===== src/rtl/pipe_ctrl_pkg.sv =====
// Shared definitions for the pipeline hazard controller: FSM state encoding,
// field widths and the opcodes that decide which source registers an
// instruction actually reads.
package pipe_ctrl_pkg;

  localparam int unsigned INSTR_W = 16;
  localparam int unsigned OPC_W   = 5;
  localparam int unsigned REG_W   = 3;
  localparam int unsigned CNT_W   = 16;
  localparam int unsigned STATE_W = 3;

  typedef enum logic [STATE_W-1:0] {
    ST_RUN    = 3'd0,
    ST_LDUSE  = 3'd1,
    ST_DWAIT  = 3'd2,
    ST_IWAIT  = 3'd3,
    ST_HALTED = 3'd4
  } state_e;

  // Opcodes that read no Rs
  localparam logic [OPC_W-1:0] OPC_HALT = 5'b00000;
  localparam logic [OPC_W-1:0] OPC_NOP  = 5'b00001;
  localparam logic [OPC_W-1:0] OPC_J    = 5'b00100;
  localparam logic [OPC_W-1:0] OPC_JAL  = 5'b00110;
  localparam logic [OPC_W-1:0] OPC_LBI  = 5'b11000;

  // 11xxx opcodes that do not read Rt
  localparam logic [OPC_W-1:0] OPC_BTR  = 5'b11001;

  // Stores outside the 11xxx group that read Rt as the store data
  localparam logic [OPC_W-1:0] OPC_ST   = 5'b10000;
  localparam logic [OPC_W-1:0] OPC_STU  = 5'b10011;

endpackage


===== src/rtl/load_use_detect.sv =====
// Combinational load-use hazard detection.
//   instr_id      : instruction in IF/ID
//   reg_wrt_ex    : ID/EX instruction writes the register file
//   mem_read_ex   : ID/EX instruction is a load
//   target_reg_ex : ID/EX destination register
//   load_use_c    : ID instruction reads the register the EX load produces
module load_use_detect
  import pipe_ctrl_pkg::*;
(
  input  logic [INSTR_W-1:0] instr_id,
  input  logic               reg_wrt_ex,
  input  logic               mem_read_ex,
  input  logic [REG_W-1:0]   target_reg_ex,
  output logic               load_use_c
);

  logic [OPC_W-1:0] opc;
  logic [REG_W-1:0] rs;
  logic [REG_W-1:0] rt;
  logic             rs_used;
  logic             rt_used;
  logic             unused_bits;

  assign opc = instr_id[15:11];
  assign rs  = instr_id[10:8];
  assign rt  = instr_id[7:5];

  // Low field bits are immediates / Rd and never matter for the hazard
  assign unused_bits = ^instr_id[4:0];

  // Source-register usage decode
  always_comb begin
    rs_used = !((opc == OPC_HALT) || (opc == OPC_NOP) || (opc == OPC_J) ||
                (opc == OPC_JAL)  || (opc == OPC_LBI));
    rt_used = ((opc[4:3] == 2'b11) && (opc != OPC_LBI) && (opc != OPC_BTR)) ||
              (opc == OPC_ST) || (opc == OPC_STU);
  end

  assign load_use_c = mem_read_ex & reg_wrt_ex &
                      ((rs_used & (rs == target_reg_ex)) |
                       (rt_used & (rt == target_reg_ex)));

endmodule


===== src/rtl/pipe_hazard_ctrl.sv =====
// Pipeline hazard controller: arbitrates data-memory stalls, load-use
// interlocks, instruction-fetch stalls, redirects and HALT, and produces the
// pipeline register enables / bubble injects plus a saturating stall counter.
//   clk, rst_n            : clock, async active-low reset
//   instr_id ..           : hazard sources (see load_use_detect)
//   imem_stall/dmem_stall : memory busy indications
//   redirect              : taken branch/jump this cycle
//   halt_wb               : HALT reached MEM/WB
//   *_en / *_bubble       : pipeline register controls (decoded from state)
//   stall_cnt             : saturating count of cycles with pc_en low
//   state                 : current FSM state
module pipe_hazard_ctrl
  import pipe_ctrl_pkg::*;
(
  input  logic                 clk,
  input  logic                 rst_n,
  input  logic [INSTR_W-1:0]   instr_id,
  input  logic                 reg_wrt_ex,
  input  logic                 mem_read_ex,
  input  logic [REG_W-1:0]     target_reg_ex,
  input  logic                 imem_stall,
  input  logic                 dmem_stall,
  input  logic                 redirect,
  input  logic                 halt_wb,
  output logic                 pc_en,
  output logic                 ifid_en,
  output logic                 idex_en,
  output logic                 exmem_en,
  output logic                 memwb_en,
  output logic                 ifid_bubble,
  output logic                 idex_bubble,
  output logic                 memwb_bubble,
  output logic [CNT_W-1:0]     stall_cnt,
  output logic [STATE_W-1:0]   state
);

  state_e           state_q, state_d;
  logic             redirect_pending_q, redirect_pending_d;
  logic [CNT_W-1:0] stall_cnt_q, stall_cnt_d;

  logic load_use_raw;
  logic load_use_eff;
  logic pc_en_c, ifid_en_c, idex_en_c, exmem_en_c, memwb_en_c;
  logic ifid_bubble_c, idex_bubble_c, memwb_bubble_c;

  load_use_detect u_lud (
    .instr_id      (instr_id),
    .reg_wrt_ex    (reg_wrt_ex),
    .mem_read_ex   (mem_read_ex),
    .target_reg_ex (target_reg_ex),
    .load_use_c    (load_use_raw)
  );

  // After one interlock cycle the load sits in EX/MEM and forwarding covers it
  assign load_use_eff = load_use_raw & (state_q != ST_LDUSE);

  // Next-state and control decode, highest-priority hazard first
  always_comb begin
    state_d            = state_q;
    redirect_pending_d = redirect_pending_q;
    pc_en_c            = 1'b1;
    ifid_en_c          = 1'b1;
    idex_en_c          = 1'b1;
    exmem_en_c         = 1'b1;
    memwb_en_c         = 1'b1;
    ifid_bubble_c      = 1'b0;
    idex_bubble_c      = 1'b0;
    memwb_bubble_c     = 1'b0;

    if (state_q == ST_HALTED) begin
      pc_en_c    = 1'b0;
      ifid_en_c  = 1'b0;
      idex_en_c  = 1'b0;
      exmem_en_c = 1'b0;
      memwb_en_c = 1'b0;
    end else begin
      if (dmem_stall) begin
        // Freeze everything up to EX/MEM; keep pending state for the exit cycle
        pc_en_c        = 1'b0;
        ifid_en_c      = 1'b0;
        idex_en_c      = 1'b0;
        exmem_en_c     = 1'b0;
        memwb_bubble_c = 1'b1;
        state_d        = ST_DWAIT;
      end else if (load_use_eff) begin
        pc_en_c       = 1'b0;
        ifid_en_c     = 1'b0;
        idex_bubble_c = 1'b1;
        state_d       = ST_LDUSE;
      end else if (imem_stall) begin
        pc_en_c       = 1'b0;
        ifid_bubble_c = 1'b1;
        state_d       = ST_IWAIT;
        // Capture the new PC now; the outstanding fetch becomes wrong-path
        if (redirect) begin
          pc_en_c            = 1'b1;
          redirect_pending_d = 1'b1;
        end
      end else begin
        // Normal flow; drop a wrong-path word from a redirect now or earlier
        state_d            = ST_RUN;
        ifid_bubble_c      = redirect | redirect_pending_q;
        redirect_pending_d = 1'b0;
      end
      if (halt_wb) begin
        state_d = ST_HALTED;
      end
    end
  end

  // Saturating stall counter
  always_comb begin
    stall_cnt_d = stall_cnt_q;
    if (!pc_en_c && (state_q != ST_HALTED) && (stall_cnt_q != {CNT_W{1'b1}})) begin
      stall_cnt_d = stall_cnt_q + CNT_W'(1);
    end
  end

  // State, pending redirect and counter registers
  always_ff @(posedge clk or negedge rst_n) begin
    if (!rst_n) begin
      state_q            <= ST_RUN;
      redirect_pending_q <= 1'b0;
      stall_cnt_q        <= '0;
    end else begin
      state_q            <= state_d;
      redirect_pending_q <= redirect_pending_d;
      stall_cnt_q        <= stall_cnt_d;
    end
  end

  // Reset holds the pipeline frozen with bubbles asserted
  assign pc_en        = rst_n & pc_en_c;
  assign ifid_en      = rst_n & ifid_en_c;
  assign idex_en      = rst_n & idex_en_c;
  assign exmem_en     = rst_n & exmem_en_c;
  assign memwb_en     = rst_n & memwb_en_c;
  assign ifid_bubble  = ~rst_n | ifid_bubble_c;
  assign idex_bubble  = ~rst_n | idex_bubble_c;
  assign memwb_bubble = ~rst_n | memwb_bubble_c;
  assign stall_cnt    = stall_cnt_q;
  assign state        = state_q;

endmodule


===== config.mk =====
export PLATFORM = sky130hd
export DESIGN_NAME = pipe_hazard_ctrl
export DESIGN_NICKNAME = d
export VERILOG_FILES = /design/src/rtl/pipe_ctrl_pkg.sv /design/src/rtl/load_use_detect.sv /design/src/rtl/pipe_hazard_ctrl.sv
export SDC_FILE = /design/constraint.sdc
export NUM_CORES = 1
export LEC_CHECK = 0
export CORE_MARGIN = 1
export CORE_UTILIZATION = 44
export DETAILED_ROUTE_END_ITERATION = 7
export GPL_TIMING_DRIVEN = 0
export HOLD_SLACK_MARGIN = 0.03
export PLACE_DENSITY = 0.9
export SYNTH_ARGS = -nofsm -noshare
export SYNTH_HDL_FRONTEND = slang
export SYNTH_HIERARCHICAL = 1
export SYNTH_SLANG_ARGS = --single-unit

===== constraint.sdc =====
create_clock -name clk -period 3.4 [get_ports clk]
set_input_delay 0.34 -clock clk [delete_from_list [all_inputs] [get_ports clk]]
set_output_delay 0.34 -clock clk [all_outputs]
set_load 0.005 [all_outputs]

Word-level counts from Yosys, hierarchy flattened

Cells that the tools add are included.

Register bits after elaboration: 20
Bits of input ports: 27
Output and inout port bits: 27
Logic and storage cells: 78

Add/sub/neg operators: 1
Equal/unequal tests: 16
Mux-type cells: 26
Bitwise logic cells: 18
Reduce and logical (&&, ||, !) cells: 14

Operators with widths:

| cell                    | number |
|---|---|
| $mux W1                 | 22 |
| $add A16 B1 Y16 const B | 1 |
| $ne A16 B16 Y1 const B  | 1 |
| $eq A5 B5 Y1 const B    | 3 |
| $eq A5 B3 Y1 const B    | 2 |
| $ne A5 B5 Y1 const B    | 2 |
| $and A1 B1 Y1           | 9 |
| $eq A3 B3 Y1            | 2 |
| $logic_or A1 B1 Y1      | 6 |
| $mux W2                 | 3 |
| $eq A5 B1 Y1 const B    | 1 |
| $logic_not A5 Y1        | 1 |
| $or A1 B1 Y1            | 5 |
| $logic_and A1 B1 Y1     | 4 |
| $not A1 Y1              | 4 |
| $reduce_and A4 Y1       | 1 |
| $eq A3 B3 Y1 const B    | 1 |
| $mux W3                 | 1 |
| $ne A3 B1 Y1 const B    | 1 |
| $ne A3 B3 Y1 const B    | 1 |
| $eq A2 B2 Y1 const B    | 1 |
| $logic_not A1 Y1        | 2 |
| $ne A2 B1 Y1 const B    | 1 |

Longest topological paths before layout

Gate-level depths: netlist (run 1).

Depth after elaboration: 16
Gate-level depth with buffers: 9
Gate-level depth less buffers: 8

By module

Netlist (run 1), hierarchy kept.

Modules (own cells, without submodules):

| module           | times used | cells each | area an instance (µm²) | seq. area each (µm²) |
|---|---|---|---|---|
| pipe_hazard_ctrl | 1          | 90         | 1042.2                 | 500.5 |
| load_use_detect  | 1          | 19         | 131.4                  | 0.0 |

Worst setup path before layout (run 1)

No wires, ideal clock.

Path type: input-to-reg
Start point: input instr_id[11]
End point: register stall_cnt_q[1] (netlist: stall_cnt[1])
Library setup time: 0.128 ns
Data arrival time: 1.984 ns
Data required time: 3.272 ns
Slack: 1.288 ns
Stages on the path: 7
Path buffers: 0
Cell sequence: or4b_1 > nand4_1 > a21oi_1 > o211a_1 > a221oi_4 > a211oi_4 > mux2_1

Longest elaborated chain between the ends: 16
Elaborated cells on any way between the ends: 29
Classes of those cells: eq/ne (8); mux (3); bitwise (5); reduce/logical (13)

Ends and longest elaborated chain:

| what                                             | line                    | text |
|---|---|---|
| start, declared                                  | pipe_hazard_ctrl.sv:17  | `input logic [INSTR_W-1:0] instr_id,` |
| $eq A5 B1 Y1 or $logic_not A5 Y1 (tied branches) | load_use_detect.sv:33   | `rs_used = !((opc == OPC_HALT) \|\| (opc == OPC_NOP) \|\| (opc == OPC_J) \|\|` |
| $logic_or A1 B1 Y1 (3 in a row)                  | load_use_detect.sv:33   |  |
| $logic_or A1 B1 Y1                               | load_use_detect.sv:34   | `(opc == OPC_JAL) \|\| (opc == OPC_LBI));` |
| $logic_not A1 Y1                                 | load_use_detect.sv:33   |  |
| $and A1 B1 Y1                                    | load_use_detect.sv:40   | `((rs_used & (rs == target_reg_ex)) \|` |
| $or A1 B1 Y1 *                                   | load_use_detect.sv:40   |  |
| $and A1 B1 Y1 *                                  | load_use_detect.sv:39   | `assign load_use_c = mem_read_ex & reg_wrt_ex &` |
| named net load_use_raw                           | pipe_hazard_ctrl.sv:41  | `logic load_use_raw;` |
| $and A1 B1 Y1 *                                  | pipe_hazard_ctrl.sv:55  | `assign load_use_eff = load_use_raw & (state_q != ST_LDUSE);` |
| $mux W1 *                                        | pipe_hazard_ctrl.sv:85  | `end else if (load_use_eff) begin` |
| $mux W1 *                                        | pipe_hazard_ctrl.sv:77  | `if (dmem_stall) begin` |
| $mux W1 *                                        | pipe_hazard_ctrl.sv:70  | `if (state_q == ST_HALTED) begin` |
| $logic_not A1 Y1 *                               | pipe_hazard_ctrl.sv:114 | `if (!pc_en_c && (state_q != ST_HALTED) && (stall_cnt_q != {CNT_W{1'b1}})) begin` |
| $logic_and A1 B1 Y1 * (2 in a row)               | pipe_hazard_ctrl.sv:114 |  |
| end signal, assigned                             | pipe_hazard_ctrl.sv:128 | `stall_cnt_q <= stall_cnt_d;` |
| end, declared                                    | pipe_hazard_ctrl.sv:39  | `logic [CNT_W-1:0] stall_cnt_q, stall_cnt_d;` |

The timed path passes the listed nets; every way through them passes the cells marked *.
A chain may end at the register's enable or synchronous reset.

Worst setup path in the final report (run 1)

Start point: input instr_id[14]
End point: output ifid_bubble

Longest elaborated chain between the ends: 14
Elaborated cells on any way between the ends: 28
Classes of those cells: eq/ne (9); mux (3); bitwise (6); reduce/logical (10)

Ends and longest elaborated chain:

| what                                             | line                    | text |
|---|---|---|
| $eq A5 B1 Y1 or $logic_not A5 Y1 (tied branches) | load_use_detect.sv:33   |  |
| $logic_or A1 B1 Y1 (3 in a row)                  | load_use_detect.sv:33   |  |
| $logic_or A1 B1 Y1                               | load_use_detect.sv:34   |  |
| $logic_not A1 Y1                                 | load_use_detect.sv:33   |  |
| $and A1 B1 Y1                                    | load_use_detect.sv:40   |  |
| $or A1 B1 Y1 *                                   | load_use_detect.sv:40   |  |
| $and A1 B1 Y1 *                                  | load_use_detect.sv:39   |  |
| named net load_use_raw                           | pipe_hazard_ctrl.sv:41  |  |
| $and A1 B1 Y1 *                                  | pipe_hazard_ctrl.sv:55  |  |
| $mux W1 *                                        | pipe_hazard_ctrl.sv:85  |  |
| $mux W1 *                                        | pipe_hazard_ctrl.sv:77  |  |
| $mux W1 *                                        | pipe_hazard_ctrl.sv:70  |  |
| $or A1 B1 Y1 *                                   | pipe_hazard_ctrl.sv:138 | `assign ifid_bubble = ~rst_n \| ifid_bubble_c;` |
| end, declared                                    | pipe_hazard_ctrl.sv:30  | `output logic ifid_bubble,` |

Marks and branches as above.

==> impl_metrics.env, run 1 <==
export IMPL_dr_pass1_iters=5
export IMPL_clk_latency_ns=0.30
export IMPL_via_per_inst=5.342
export IMPL_async_flop_share=1.000
export IMPL_crit_fanout=6
export IMPL_drt_iter0_markers=11
export IMPL_die_area_um2=2878
export IMPL_critPathBufInv=2
export IMPL_io_pins=54
export IMPL_cts_root_buffer="clkbuf_4"
export IMPL_synthesis_nets=137
export IMPL_num_rows=18
export IMPL_finalNetCount=190
export IMPL_gp_congestion=0.7392
export IMPL_synth_area_leaders="dfrtp_1, xnor2_1, nand4_1"
export IMPL_start_util=0.4695
export IMPL_antennaDiodeCount=0
export IMPL_synth_area_um2=1174
export IMPL_die_width_um=53.65
export IMPL_timing_final_setup_violations=0
export IMPL_power_density_nw_per_um2=382.8
export IMPL_rsz0062_at_grt="false"
export IMPL_synth_top_area_cell="dfrtp_1"
export IMPL_max_stage_delay_ns=0.57
export IMPL_setup_tns_final_ns=0
export IMPL_synth_seq_cells=20
export IMPL_synthDominantCellAreaShare=0.4264
export IMPL_path_cells="clkdlybuf4s50_1 -> or4b_1 -> nand4_1 -> a21oi_1 -> o211a_1 -> nand2_1 -> and2_1 -> o31ai_1 -> nand2_1 -> clkdlybuf4s50_1"
export IMPL_use_met3=0.05085
export IMPL_synth_yosys_warnings=6
export IMPL_grt_pass1_wl_um=3988
export IMPL_cts_hold_buf=0
export IMPL_netlist_instances=109
export IMPL_gr_total_overflow=0
export IMPL_grt_max_degree=27
export IMPL_tightest_slew_ns=1.027
export IMPL_synth_distinct_cells=34
export IMPL_cts_setup_buffers=0
export IMPL_vias=1015
export IMPL_placed_cells=187
export IMPL_required_ns=3.06
export IMPL_grt_pass1_vias=960
export IMPL_crit_family="simple AND/OR/NAND/NOR gates"
export IMPL_cts_resized=0
export IMPL_drc_errors=0
export IMPL_min_path_type="flop to flop"
export IMPL_synth_area_per_cell_um2=10.77
export IMPL_busiest_layer="met2"
export IMPL_fin_cells=190
export IMPL_maxCapViolations=0
export IMPL_yosys_top_cells_count="dfrtp_1, xnor2_1, nand4_1"
export IMPL_clk_path_buf_depth=2
export IMPL_ys_seq_area_frac=0.4264
export IMPL_use_met2=0.3542
export IMPL_drive_gt1_frac=0.08750
export IMPL_die_y_um=53.65
export IMPL_max_freq_mhz=311.3
export IMPL_hpwl_um=2048
export IMPL_p_leak_uw=0.0007175
export IMPL_cts_tree="yes"
export IMPL_grt_usage=0.1944
export IMPL_cts_buffers=3
export IMPL_cp_end_kind="primary output"
export IMPL_cp_slowest_cell="or4b_1"
export IMPL_hold_slack_ns=0.5089
export IMPL_synth_enable_flop_cells=0
export IMPL_met1_usage=0.2171
export IMPL_status="completed"
export IMPL_clock_skew_ns=0.003839
export IMPL_routedWlPerCell_um=14.08
export IMPL_slew_violations=0
export IMPL_coreArea_um2=2500
export IMPL_place_area_um2=1692
export IMPL_yosys_cell_count_top_type="dfrtp_1"
export IMPL_routed_wl_um=2676
export IMPL_antenna_found_initial=0
export IMPL_syn2layout_area_growth_pct=46.06
export IMPL_htree_levels=1
export IMPL_peakVddDrop_v=0.0005543
export IMPL_critPathArrivalTime_ns=2.87
export IMPL_final_area_um2=1714
export IMPL_io_buffers=48
export IMPL_synthFlopType="dfrtp_1"
export IMPL_ant_nets=0
export IMPL_clk_pin_slew_ns=0.10
export IMPL_hold_violations=0
export IMPL_criticalPathCategory="input port to primary output"
export IMPL_start_kind="input port"
export IMPL_fin_crit_sh=0.9449
export IMPL_clock_sinks=20
export IMPL_min_period_ns=3.213
export IMPL_max_slew_margin_rel=0.3135
[final timing paths]
check,slack [ns],cells after the start,startpoint,endpoint
setup reg to reg,1.54,7,stall_cnt[8],stall_cnt[13]
max in group asynchronous,2.19,1,rst_n,stall_cnt[3]
min in group asynchronous,0.58,1,rst_n,stall_cnt[14]
setup / recovery,0.19,10,instr_id[14],ifid_bubble
hold / removal,0.51,1,stall_cnt[5],stall_cnt[5]
hold reg to reg,0.51,1,stall_cnt[5],stall_cnt[5]
[layout make-up]
class / instances / area [um2]
Buffer: 4 / 27.53
Sequential cell: 20 / 500.5
Clock buffer: 3 / 22.52
Inverter: 4 / 15.01
Fill cell: 200 / 785.8
Timing Repair Buffer: 48 / 480.5
Multi-Input combinational cell: 81 / 630.6
Tap cell: 30 / 37.54
[layout by cell type (no fill, tap or decap), types with 2 or more instances in the layout]
master and instances:
and3_1 6, dfrtp_1 20, nand3_1 6, nand4_1 7, clkbuf_4 3, o21ai_0 2
inv_1 4, clkdlybuf4s50_1 48, nor2_1 4, and2_1 3, o31ai_1 2, nand2_1 5
xor2_1 2, and4_1 3, a21oi_1 5, xnor2_1 19, o211a_1 2
[cell families (layout without fill, tap and decap cells)]
kind of cell | Yosys count | after routing | share of synthesized area
and+or+nand+nor | 43 | 43 | 0.2473
xor gates and xnor gates | 21 | 21 | 0.1567
DFF | 20 | 20 | 0.4264
AOI/OAI and AO/OA | 15 | 15 | 0.1130
buffers and inverters | 8 | 59 | 0.03624
adders and majority gates | 1 | 1 | 0.01066
muxes | 1 | 1 | 0.009594
[sequential cells by signal, summed over array words and instances (netlist names)]
register,cells
redirect_pending_q,1
stall_cnt,16
state,3
[layer usage]
metal  share of wire  vias to the layer above
met5               0                        -
met4          0.0097                        0
met3            0.10                        3
met2            0.48                       46
met1            0.41                      473
li1                -                      493
[per-stage QoR]
stage / utilization / total power [uW] / worst slack (ns)
5_1_grt: 0.6857 / 697.0 / 0.06550
3_5_place_dp: 0.6767 / 550.1 / 0.1927
3_3_place_gp: 0.6767 / 540.0 / 0.3009
4_1_cts: 0.6857 / 662.0 / 0.1779
2_1_floorplan: - / 416.2 / 1.288
6_report: 0.6857 / 656.1 / 0.1874
[report_power, final]
| part | internal [uW] | switching [uW] |
|---|---|---|
| Sequential | 274 | 38.8 |
| Clock | 41.4 | 69.2 |
| Combinational | 138 | 94.9 |
No activity file was read; power rests on OpenSTA's default activity.
==> run 2: changes to the inputs <==
Settings changed: ABC_AREA from default to 1, CORE_UTILIZATION 44 to 48, SKIP_LAST_GASP from default to 1.
==> impl_metrics.env, run 2 <==
export IMPL_p_comb_frac=0.354
export IMPL_p_int_uw=427.0
export IMPL_placed_cells=323
export IMPL_io_buffers=48
export IMPL_grt_pass1_wl_um=5975
export IMPL_power_frac_clock=0.174
export IMPL_dr_pass1_iters=6
export IMPL_clock_sinks=20
export IMPL_max_slew_margin_rel=0.3358
export IMPL_setup_tns_final_ns=0
export IMPL_fin_crit_sh=0.8319
export IMPL_ys_seq_area_frac=0.3317
export IMPL_peakVddDrop_v=0.0004161
export IMPL_synth_distinct_cells=24
export IMPL_final_common_cell="nand2_1"
export IMPL_drt_iter0_markers=60
export IMPL_min_period_ns=2.829
export IMPL_cts_hold_buf=0
export IMPL_synth_area_um2=1509
export IMPL_place_area_um2=2042
export IMPL_synth_seq_cells=20
export IMPL_max_stage_delay_ns=1.12
export IMPL_synth_enable_flop_cells=0
export IMPL_drc_errors=3
export IMPL_crit_path_start="rst_n"
export IMPL_tightest_slew_ns=0.9931
export IMPL_cts_tree="yes"
export IMPL_die_width_um=58.07
export IMPL_grt_max_degree=25
export IMPL_fin_cells=326
export IMPL_routedWlPerCell_um=10.91
export IMPL_clk_path_buf_depth=2
export IMPL_synth_xor_area_share=0.04643
export IMPL_violations="design-rule violations"
export IMPL_critPathMostFrequentCell="clkdlybuf4s50_1"
export IMPL_synth_top_family_by_area="simple AND/OR/NAND/NOR gates"
export IMPL_gp_congestion=0.8464
export IMPL_cts_resized=0
export IMPL_synth_compound_area_frac=0.08292
export IMPL_ant_nets=0
export IMPL_hpwl_um=2795
export IMPL_min_path_type="flop to flop"
export IMPL_finalNetCount=314
export IMPL_netlist_instances=233
export IMPL_start_kind="input port"
export IMPL_sequentialPowerShare=0.472
export IMPL_start_util=0.5246
export IMPL_clk_latency_ns=0.31
export IMPL_grt_pass1_vias=1386
export IMPL_routed_wl_um=3556
export IMPL_cp_end_kind="primary output"
export IMPL_synthAdderAreaFrac=0.008292
export IMPL_vias=1613
export IMPL_cts_buffers=3
export IMPL_synthesis_nets=261
export IMPL_clk_pin_slew_ns=0.10
export IMPL_cp_slowest_cell="clkdlybuf4s50_1"
export IMPL_synth_mux_area_frac=0
export IMPL_io_pins=54
export IMPL_yosys_cell_count_top_type="nand2_1"
export IMPL_timing_final_setup_violations=0
export IMPL_criticalPathCategory="input port to primary output"
export IMPL_mostFrequentLayoutCells="nand2_1, clkdlybuf4s50_1, nor2_1"
export IMPL_synth_area_leaders="dfrtp_1, nand2_1, o21ai_0"
export IMPL_via_per_inst=4.948
export IMPL_critPathArrivalTime_ns=2.49
export IMPL_slew_violations=0
export IMPL_cts_setup_buffers=0
export IMPL_die_y_um=58.07
export IMPL_antennaDiodeCount=0
export IMPL_hp_start="redirect_pending_q"
export IMPL_yosys_top_cells_count="nand2_1, nor2_1, inv_1, o21ai_0, dfrtp_1"
export IMPL_gr_total_overflow=0
export IMPL_syn2layout_area_growth_pct=36.82
export IMPL_synthFlopType="dfrtp_1"
export IMPL_synth_top_area_cell="dfrtp_1"
export IMPL_clock_skew_ns=0.006011
export IMPL_status="finished, violations left"
export IMPL_num_rows=19
export IMPL_p_switching_uw=213.6
export IMPL_antenna_found_initial=0
export IMPL_rsz0062_at_grt="false"
export IMPL_htree_levels=1
export IMPL_p_leak_uw=0.001015
export IMPL_coreArea_um2=2877
export IMPL_switching_share=0.3335
export IMPL_reg2reg_from="stall_cnt[0]"
export IMPL_drive_gt1_frac=0.08451
export IMPL_synth_area_per_cell_um2=6.476
export IMPL_synthDominantCellAreaShare=0.3317
export IMPL_synthSimpleGateAreaFrac=0.4436
export IMPL_required_ns=3.06
export IMPL_maxCapViolations=0
export IMPL_grt_usage=0.2301
export IMPL_path_cells="clkdlybuf4s50_1 -> inv_1 -> nor2_1 -> buf_4 -> clkdlybuf4s50_1"
export IMPL_largest_reg_flops=16
export IMPL_die_area_um2=3372
export IMPL_hold_violations=0
export IMPL_crit_fanout=24
export IMPL_synth_yosys_warnings=6
export IMPL_final_area_um2=2064
export IMPL_async_flop_share=1.000
export IMPL_power_density_nw_per_um2=310.3
export IMPL_max_freq_mhz=353.5
export IMPL_cts_root_buffer="clkbuf_4"
[run 2: cell types whose count changed after synthesis, sizes merged, moves of 5 or more]
cell and change:
and3 -7, inv +21, nand2 +89, nand3 +6
nor2 +27, nor3 +5, o21ai +19, xnor2 -14
[run 2: cell type report]
class / instances / area (um2)
Sequential cell: 20 / 500.5
Fill cell: 234 / 812.0
Timing Repair Buffer: 48 / 480.5
Tap cell: 42 / 52.55
Multi-Input combinational cell: 184 / 877.1
Buffer: 4 / 37.54
Inverter: 25 / 93.84
Clock buffer: 3 / 22.52
[run 2: cells by family after synthesis]
logic type	after synthesis
XOR/XNOR	8
AO/OA/AOI/OAI	25
buffers and inverters	29
adder cells (fa/ha/maj)	1
flip-flops	20
AND/OR/NAND/NOR	150
[run 2: worst paths after layout]
check / to / slack (ns) / cells after the start
worst max-delay path: idex_en / 0.57 / 5
worst min-delay path: redirect_pending_q / 0.52 / 2
worst max register to register: stall_cnt[0] / 1.77 / 9
worst min register to register: redirect_pending_q / 0.52 / 2
max in group asynchronous: stall_cnt[10] / 2.22 / 1
min in group asynchronous: state[2] / 0.57 / 1
[run 2: routing by layer]
layer,up-vias,share of wire,track usage
li1,838,-,-
met1,737,0.46,0.3013
met2,33,0.49,0.3793
met3,5,0.044,0.05804
met4,0,0.0070,0.06122
met5,-,0,0
[run 2: stage by stage]
step                total power, uW  hold slack [ns]    util  setup slack, ns
floorplan                     415.6          0.04441       -            1.829
global placement              527.7           0.4834  0.7099           0.5555
detailed placement            535.0           0.4954  0.7099           0.4994
CTS                           647.1           0.5191  0.7177           0.5045
global route                  688.6           0.5493  0.7177           0.2588
finish                        640.6           0.5159  0.7177           0.5714
[run 2: critical path, delay by kind of cell]
family | cells | cell delay [ns]
simple gates | 1 | 0.21
buf+inv | 4 | 1.94
[run 2: power by group through the flow]
stage	clock network (uW)	logic (uW)	registers (uW)
2_1_floorplan	0	112	304
3_3_place_gp	0	222	306
3_5_place_dp	0	228	307
4_1_cts	116	230	302
5_1_grt	128	255	306
6_report	112	227	302
